## config.mk

```make
export PLATFORM = sky130hd
export DESIGN_NAME = ritc_phase_scan_sequencer
export DESIGN_NICKNAME = d
export VERILOG_FILES = /design/src/rtl/ritc_phase_scan_sequencer.sv
export SDC_FILE = /design/constraint.sdc
export NUM_CORES = 1
export LEC_CHECK = 0
export ABC_AREA = 1
export CORE_UTILIZATION = 60
export CTS_BUF_LIST = sky130_fd_sc_hd__clkbuf_2
export DETAILED_ROUTE_END_ITERATION = 12
export PLACE_DENSITY = 0.83
export RECOVER_POWER = 50
export REMOVE_ABC_BUFFERS = 1
export SLEW_MARGIN = 5
export SYNTH_ARGS = -nofsm -noshare
export SYNTH_HDL_FRONTEND = slang
export SYNTH_SLANG_ARGS = --single-unit
export TNS_END_PERCENT = 20
```

## constraint.sdc

```tcl
create_clock -name user_clk_i -period 4.5 [get_ports user_clk_i]
set_input_delay 1.35 -clock user_clk_i [delete_from_list [all_inputs] [get_ports user_clk_i]]
set_output_delay 1.35 -clock user_clk_i [all_outputs]
set_load 0.03 [all_outputs]
```

## src/rtl/ritc_phase_scan_sequencer.sv

```systemverilog
// rtl/ritc_phase_scan_sequencer.sv - RITC phase scan sequencer: steps the scan MMCM phase and samples the scan bit once per step.
// Accumulates the ones count, the first rising-edge index and the net signed phase position.
module ritc_phase_scan_sequencer #(
  parameter int STEP_W        = 12,
  parameter int TIMEOUT       = 255,
  parameter int CAPTURE_DELAY = 3
) (
  input  logic              user_clk_i,
  input  logic              user_rst_n_i,
  input  logic              start_i,
  input  logic              abort_i,
  input  logic              dir_i,
  input  logic [STEP_W-1:0] nsteps_i,
  input  logic              clear_pos_i,
  input  logic              sample_i,
  input  logic              psdone_i,
  output logic              psen_o,
  output logic              psincdec_o,
  output logic              scan_o,
  output logic              busy_o,
  output logic              done_o,
  output logic              aborted_o,
  output logic              timeout_o,
  output logic [STEP_W-1:0] ones_count_o,
  output logic              edge_found_o,
  output logic [STEP_W-1:0] edge_pos_o,
  output logic [15:0]       position_o
);

  localparam int TMO_W = $clog2(TIMEOUT + 1);
  localparam int SET_W = (CAPTURE_DELAY > 2) ? $clog2(CAPTURE_DELAY) : 1;
  localparam logic [TMO_W-1:0]  TMO_LAST = TMO_W'(TIMEOUT - 1);
  localparam logic [SET_W-1:0]  SET_LAST = SET_W'(CAPTURE_DELAY - 2);
  localparam logic [TMO_W-1:0]  TMO_ONE  = 1;
  localparam logic [SET_W-1:0]  SET_ONE  = 1;
  localparam logic [STEP_W-1:0] STEP_ONE = 1;

  typedef enum logic [2:0] {
    S_IDLE, S_PULSE, S_WAIT_DONE, S_SCAN, S_SETTLE, S_SAMPLE, S_ABORT_WAIT
  } state_t;

  state_t            state_q;
  logic              dir_q, prev_q, abort_pend_q;
  logic [STEP_W-1:0] nsteps_q, step_q;
  logic [TMO_W-1:0]  tmo_q;
  logic [SET_W-1:0]  set_q;
  logic              psen_q, psincdec_q, scan_q, done_q, aborted_q, timeout_q;
  logic [STEP_W-1:0] ones_q, edge_pos_q;
  logic              edge_found_q;
  logic [15:0]       pos_q;
  logic [15:0]       pos_step;

  assign pos_step = dir_q ? (pos_q + 16'd1) : (pos_q - 16'd1);

  always_ff @(posedge user_clk_i or negedge user_rst_n_i) begin
    if (!user_rst_n_i) begin
      state_q      <= S_IDLE;
      dir_q        <= 1'b0;
      prev_q       <= 1'b0;
      abort_pend_q <= 1'b0;
      nsteps_q     <= '0;
      step_q       <= '0;
      tmo_q        <= '0;
      set_q        <= '0;
      psen_q       <= 1'b0;
      psincdec_q   <= 1'b0;
      scan_q       <= 1'b0;
      done_q       <= 1'b0;
      aborted_q    <= 1'b0;
      timeout_q    <= 1'b0;
      ones_q       <= '0;
      edge_found_q <= 1'b0;
      edge_pos_q   <= '0;
      pos_q        <= '0;
    end else begin
      psen_q <= 1'b0;
      scan_q <= 1'b0;
      done_q <= 1'b0;
      case (state_q)
        S_IDLE: begin
          if (clear_pos_i) pos_q <= '0;
          if (start_i) begin
            dir_q        <= dir_i;
            nsteps_q     <= nsteps_i;
            ones_q       <= '0;
            edge_found_q <= 1'b0;
            edge_pos_q   <= '0;
            aborted_q    <= 1'b0;
            timeout_q    <= 1'b0;
            step_q       <= '0;
            abort_pend_q <= 1'b0;
            if (nsteps_i == '0) begin
              done_q <= 1'b1;
            end else begin
              state_q    <= S_PULSE;
              psen_q     <= 1'b1;
              psincdec_q <= dir_i;
            end
          end
        end
        S_PULSE: begin
          tmo_q <= '0;
          if (abort_i) abort_pend_q <= 1'b1;
          state_q <= S_WAIT_DONE;
        end
        S_WAIT_DONE: begin
          if (psdone_i) begin
            pos_q <= pos_step;
            if (abort_i) begin
              aborted_q <= 1'b1;
              done_q    <= 1'b1;
              state_q   <= S_IDLE;
            end else begin
              scan_q  <= 1'b1;
              state_q <= S_SCAN;
            end
          end else if (tmo_q == TMO_LAST) begin
            timeout_q <= 1'b1;
            aborted_q <= abort_pend_q | abort_i;
            done_q    <= 1'b1;
            state_q   <= S_IDLE;
          end else begin
            tmo_q <= tmo_q + TMO_ONE;
            if (abort_i) state_q <= S_ABORT_WAIT;
          end
        end
        // PSEN must never be reissued while the MMCM still owes a PSDONE.
        S_ABORT_WAIT: begin
          if (psdone_i) begin
            pos_q     <= pos_step;
            aborted_q <= 1'b1;
            done_q    <= 1'b1;
            state_q   <= S_IDLE;
          end else if (tmo_q == TMO_LAST) begin
            timeout_q <= 1'b1;
            aborted_q <= 1'b1;
            done_q    <= 1'b1;
            state_q   <= S_IDLE;
          end else begin
            tmo_q <= tmo_q + TMO_ONE;
          end
        end
        S_SCAN: begin
          step_q <= step_q + STEP_ONE;
          set_q  <= '0;
          if (abort_i) abort_pend_q <= 1'b1;
          state_q <= (CAPTURE_DELAY <= 1) ? S_SAMPLE : S_SETTLE;
        end
        S_SETTLE: begin
          if (abort_i) abort_pend_q <= 1'b1;
          if (set_q == SET_LAST) state_q <= S_SAMPLE;
          else                   set_q   <= set_q + SET_ONE;
        end
        S_SAMPLE: begin
          if (sample_i) ones_q <= ones_q + STEP_ONE;
          if (step_q != STEP_ONE && !prev_q && sample_i && !edge_found_q) begin
            edge_found_q <= 1'b1;
            edge_pos_q   <= step_q;
          end
          prev_q <= sample_i;
          if (step_q == nsteps_q || abort_pend_q || abort_i) begin
            aborted_q <= abort_pend_q | abort_i;
            done_q    <= 1'b1;
            state_q   <= S_IDLE;
          end else begin
            psen_q     <= 1'b1;
            psincdec_q <= dir_q;
            state_q    <= S_PULSE;
          end
        end
        default: state_q <= S_IDLE;
      endcase
    end
  end

  assign psen_o       = psen_q;
  assign psincdec_o   = psincdec_q;
  assign scan_o       = scan_q;
  assign busy_o       = (state_q != S_IDLE);
  assign done_o       = done_q;
  assign aborted_o    = aborted_q;
  assign timeout_o    = timeout_q;
  assign ones_count_o = ones_q;
  assign edge_found_o = edge_found_q;
  assign edge_pos_o   = edge_pos_q;
  assign position_o   = pos_q;

endmodule

```

==> run_results.csv <==
group,metric,value,unit
power,powerDensity,590,nW/um2
floorplanning,core_area,7850,um2
clocking,cts_resized,0,
synth,synth_cell_type_count,34,
power,swShare,48.8,%
synth,synth_most_common_cell,"nand2_1",
worst_setup_path,cp_slowest_stage_delay,1.09,ns
timing,setup_viol,0,
clocking,cts-root-buf,"clkbuf_2",
route,drt-initial-drc-count,255,
worst_setup_path,crit_fanout,35,
clocking,clkSinkCount,87,
synth,synth-edff-count,0,
timing,setup_tns,0,ns
synth,synth_area_leaders,"dfrtp_1 (44%), nand2_1 (14%), o21ai_0 (5.6%)",
worst_setup_path,cp_data_arrival_time,4.13,ns
final_layout,layout.cells.non_filler,833,
timing,whs,0.522,ns
global_routing,grt_pass1_vias,4508,
floorplanning,fp.dieH,92.8,um
timing,slew_headroom,-3.72,%
placement,gp_congestion,0.930,
power,p_leak,2.87,nW
worst_setup_path,crit_path_top_delay_cell,"clkbuf_1",
synth,synth_flop_cell,"dfrtp_1",
synth,synth_top_area_share,44.0,%
global_routing,antenna_found_initial,0,
synth,yosys_warnings,0,
worst_setup_path,end_kind,"flip-flop",
clocking,cts_buffer_depth,2,
status,status,"finished with violations",
final_layout,final_layout_size_suffix_gt1_share,4.79,%
power,p_comb_share,55.1,%
final_layout,diodes,0,
worst_setup_path,crit_chain,"dlygate4sd3_1, nand2_1, clkbuf_1, nand2_1, o21ai_0, o21ai_0, inv_1",
synth,synth_area_per_cell,7.53,um2
final_layout,final-seq-area,2180,um2
synth,yosysSeqAreaShare,44.0,%
timing,finalCritPeriodShare,80.5,%
timing,slew_violations,65,
floorplanning,ios,68,
timing,hold_violations,0,
global_routing,grt_pass1_wl,20.0,mm
worst_setup_path,required,5.01,ns
synth,ys_ff_latch,87,
power,p_clk_share,11.7,%
final_layout,fin_nets,767,
placement,dp.final_hpwl,8.59,mm
power,p_int,1.75,mW
worst_setup_path,r2r_setup_slack,1.56,ns
clocking,clock_latency,0.55,ns
global_routing,grtUsageTotal,29.0,%
job,cap_violations,1,
synth,yosysTopAreaCell,"dfrtp_1",
clocking,cts_tree,"done",
final_layout,fill_cells,638,
floorplanning,start_util,63.0,%
route,wire_per_inst,14.1,um
timing,timing.fmax,276,MHz
floorplanning,dieArea,8610,um2
final_layout,multi_input_area,2400,um2
status,violations,"capacitance limit, slew limit",
route,vias_per_cell,5.63,
route,drt-total-wl,11.7,mm
timing,rsz0062_at_grt,"no",
clocking,postCtsSetupRepairBufs,0,
placement,dp_cells,817,
power,vdd_drop_max,0.267,mV
power,netSwitchingPower,1.67,mW
global_routing,grt_max_degree,65,
final_layout,syn_to_final_growth,17.1,%
worst_setup_path,startpoint_type,"primary input",
worst_setup_path,crit_type,"in2reg",
power,p_seq_share,33.2,%
min_path,hold_class,"reg2reg",
synth,synthArstFlopShare,100,%
timing,fin_crit,3.62,ns
placement,placement.io_buffers,67,
timing,clock-skew-final,0.0211,ns
synth,synth_cells,657,
route,ant_nets,0,
synth,synth_common_cells,"nand2_1 (186), dfrtp_1 (87), inv_1 (68)",
route,drc_errors,0,
route,drt_first_pass_iters,5,
clocking,path_clk_slew,0.23,ns
floorplanning,die_w,92.8,um
timing,worst_pin_slew,1.56,ns
floorplanning,rows,32,
clocking,numCtsBuffers,9,
global_routing,gr-total-overflow,0,
synth,syn_area,4940,um2
clocking,postCtsHoldBufs,0,
route,vias,4691,
clocking,cts_max_level,3,
## power by group through the flow
stage	combinational (mW)	sequential, mW	clock, mW
2_1_floorplan	1.17	1.28	0
3_3_place_gp	1.79	1.14	0
3_5_place_dp	1.86	1.15	0
4_1_cts	1.88	1.13	0.404
5_1_grt	2.12	1.16	0.432
6_report	1.88	1.14	0.401
## stage by stage
step	util [%]	total power [mW]	worst slack, ns	area, um2
after CTS	74.1	3.42	1.08	5810
after detailed placement	72.7	3.01	1.44	5710
after global placement	72.7	2.93	1.51	5710
final	73.8	3.42	0.876	5790
after global routing	73.8	3.71	0.662	5790
after floorplan	-	2.46	2.02	4890
## area by class of cell
| cell class | count | area share [%] |
|---|---|---|
| clock buffers | 9 | 0.778 |
| clock inverters | 7 | 1.10 |
| inverters | 80 | 5.18 |
| multi-input cells | 479 | 41.5 |
| flip-flops and latches | 87 | 37.6 |
| well taps | 102 | 2.20 |
| repair buffers | 69 | 11.6 |
## state kept, by name, summed over array words and instances, names as in the netlist, 2 cells and up
signal	cells
nsteps_q	12
tmo_q	8
set_q	2
ones_count_o	12
state_q	3
position_o	16
step_q	12
edge_pos_o	12
## worst paths after layout
check	startpoint	to	depth (start not counted)
setup / recovery	start_i	step_q[9]	7
hold / removal	abort_pend_q	abort_pend_q	2
setup reg to reg	state_q[1]	step_q[9]	9
hold reg to reg	abort_pend_q	abort_pend_q	2
max in group asynchronous	user_rst_n_i	edge_found_o	2
min in group asynchronous	user_rst_n_i	tmo_q[7]	1
## layout by cell type (no fill, tap or decap), types with 12 or more instances in the layout
cell	count
inv_1	71
a21oi_1	32
nand3_1	51
nand4_1	12
ha_1	20
o21ai_0	55
clkdlybuf4s50_1	62
nand2_1	189
nor2_1	49
dfrtp_1	87
o21ai_1	16
## routing by layer
layer	share of wire [%]	vias to the layer above	routed length [um]	global-route usage, %
met5	0	-	0	0
met3	6.0	31	704	4.11
met4	2.3	0	266	12.2
met2	48	188	5670	47.9
li1	-	2287	-	-
met1	43	2185	5100	38.2
## critical path: cells and delay by family
| kind | cells | cell delay (ns) |
|---|---|---|
| buf+inv | 3 | 1.73 |
| compound gates | 2 | 0.36 |
| simple gates | 2 | 0.68 |
## logic make-up after synthesis
logic type | synth area share, %
AND/OR/NAND/NOR | 29.5
AO/OA/AOI/OAI | 12.0
buffers and inverters | 7.08
flip-flops | 44.0
adder cells (fa/ha/maj) | 5.47
XOR/XNOR | 1.95
Power figures use the tool's default switching activity.
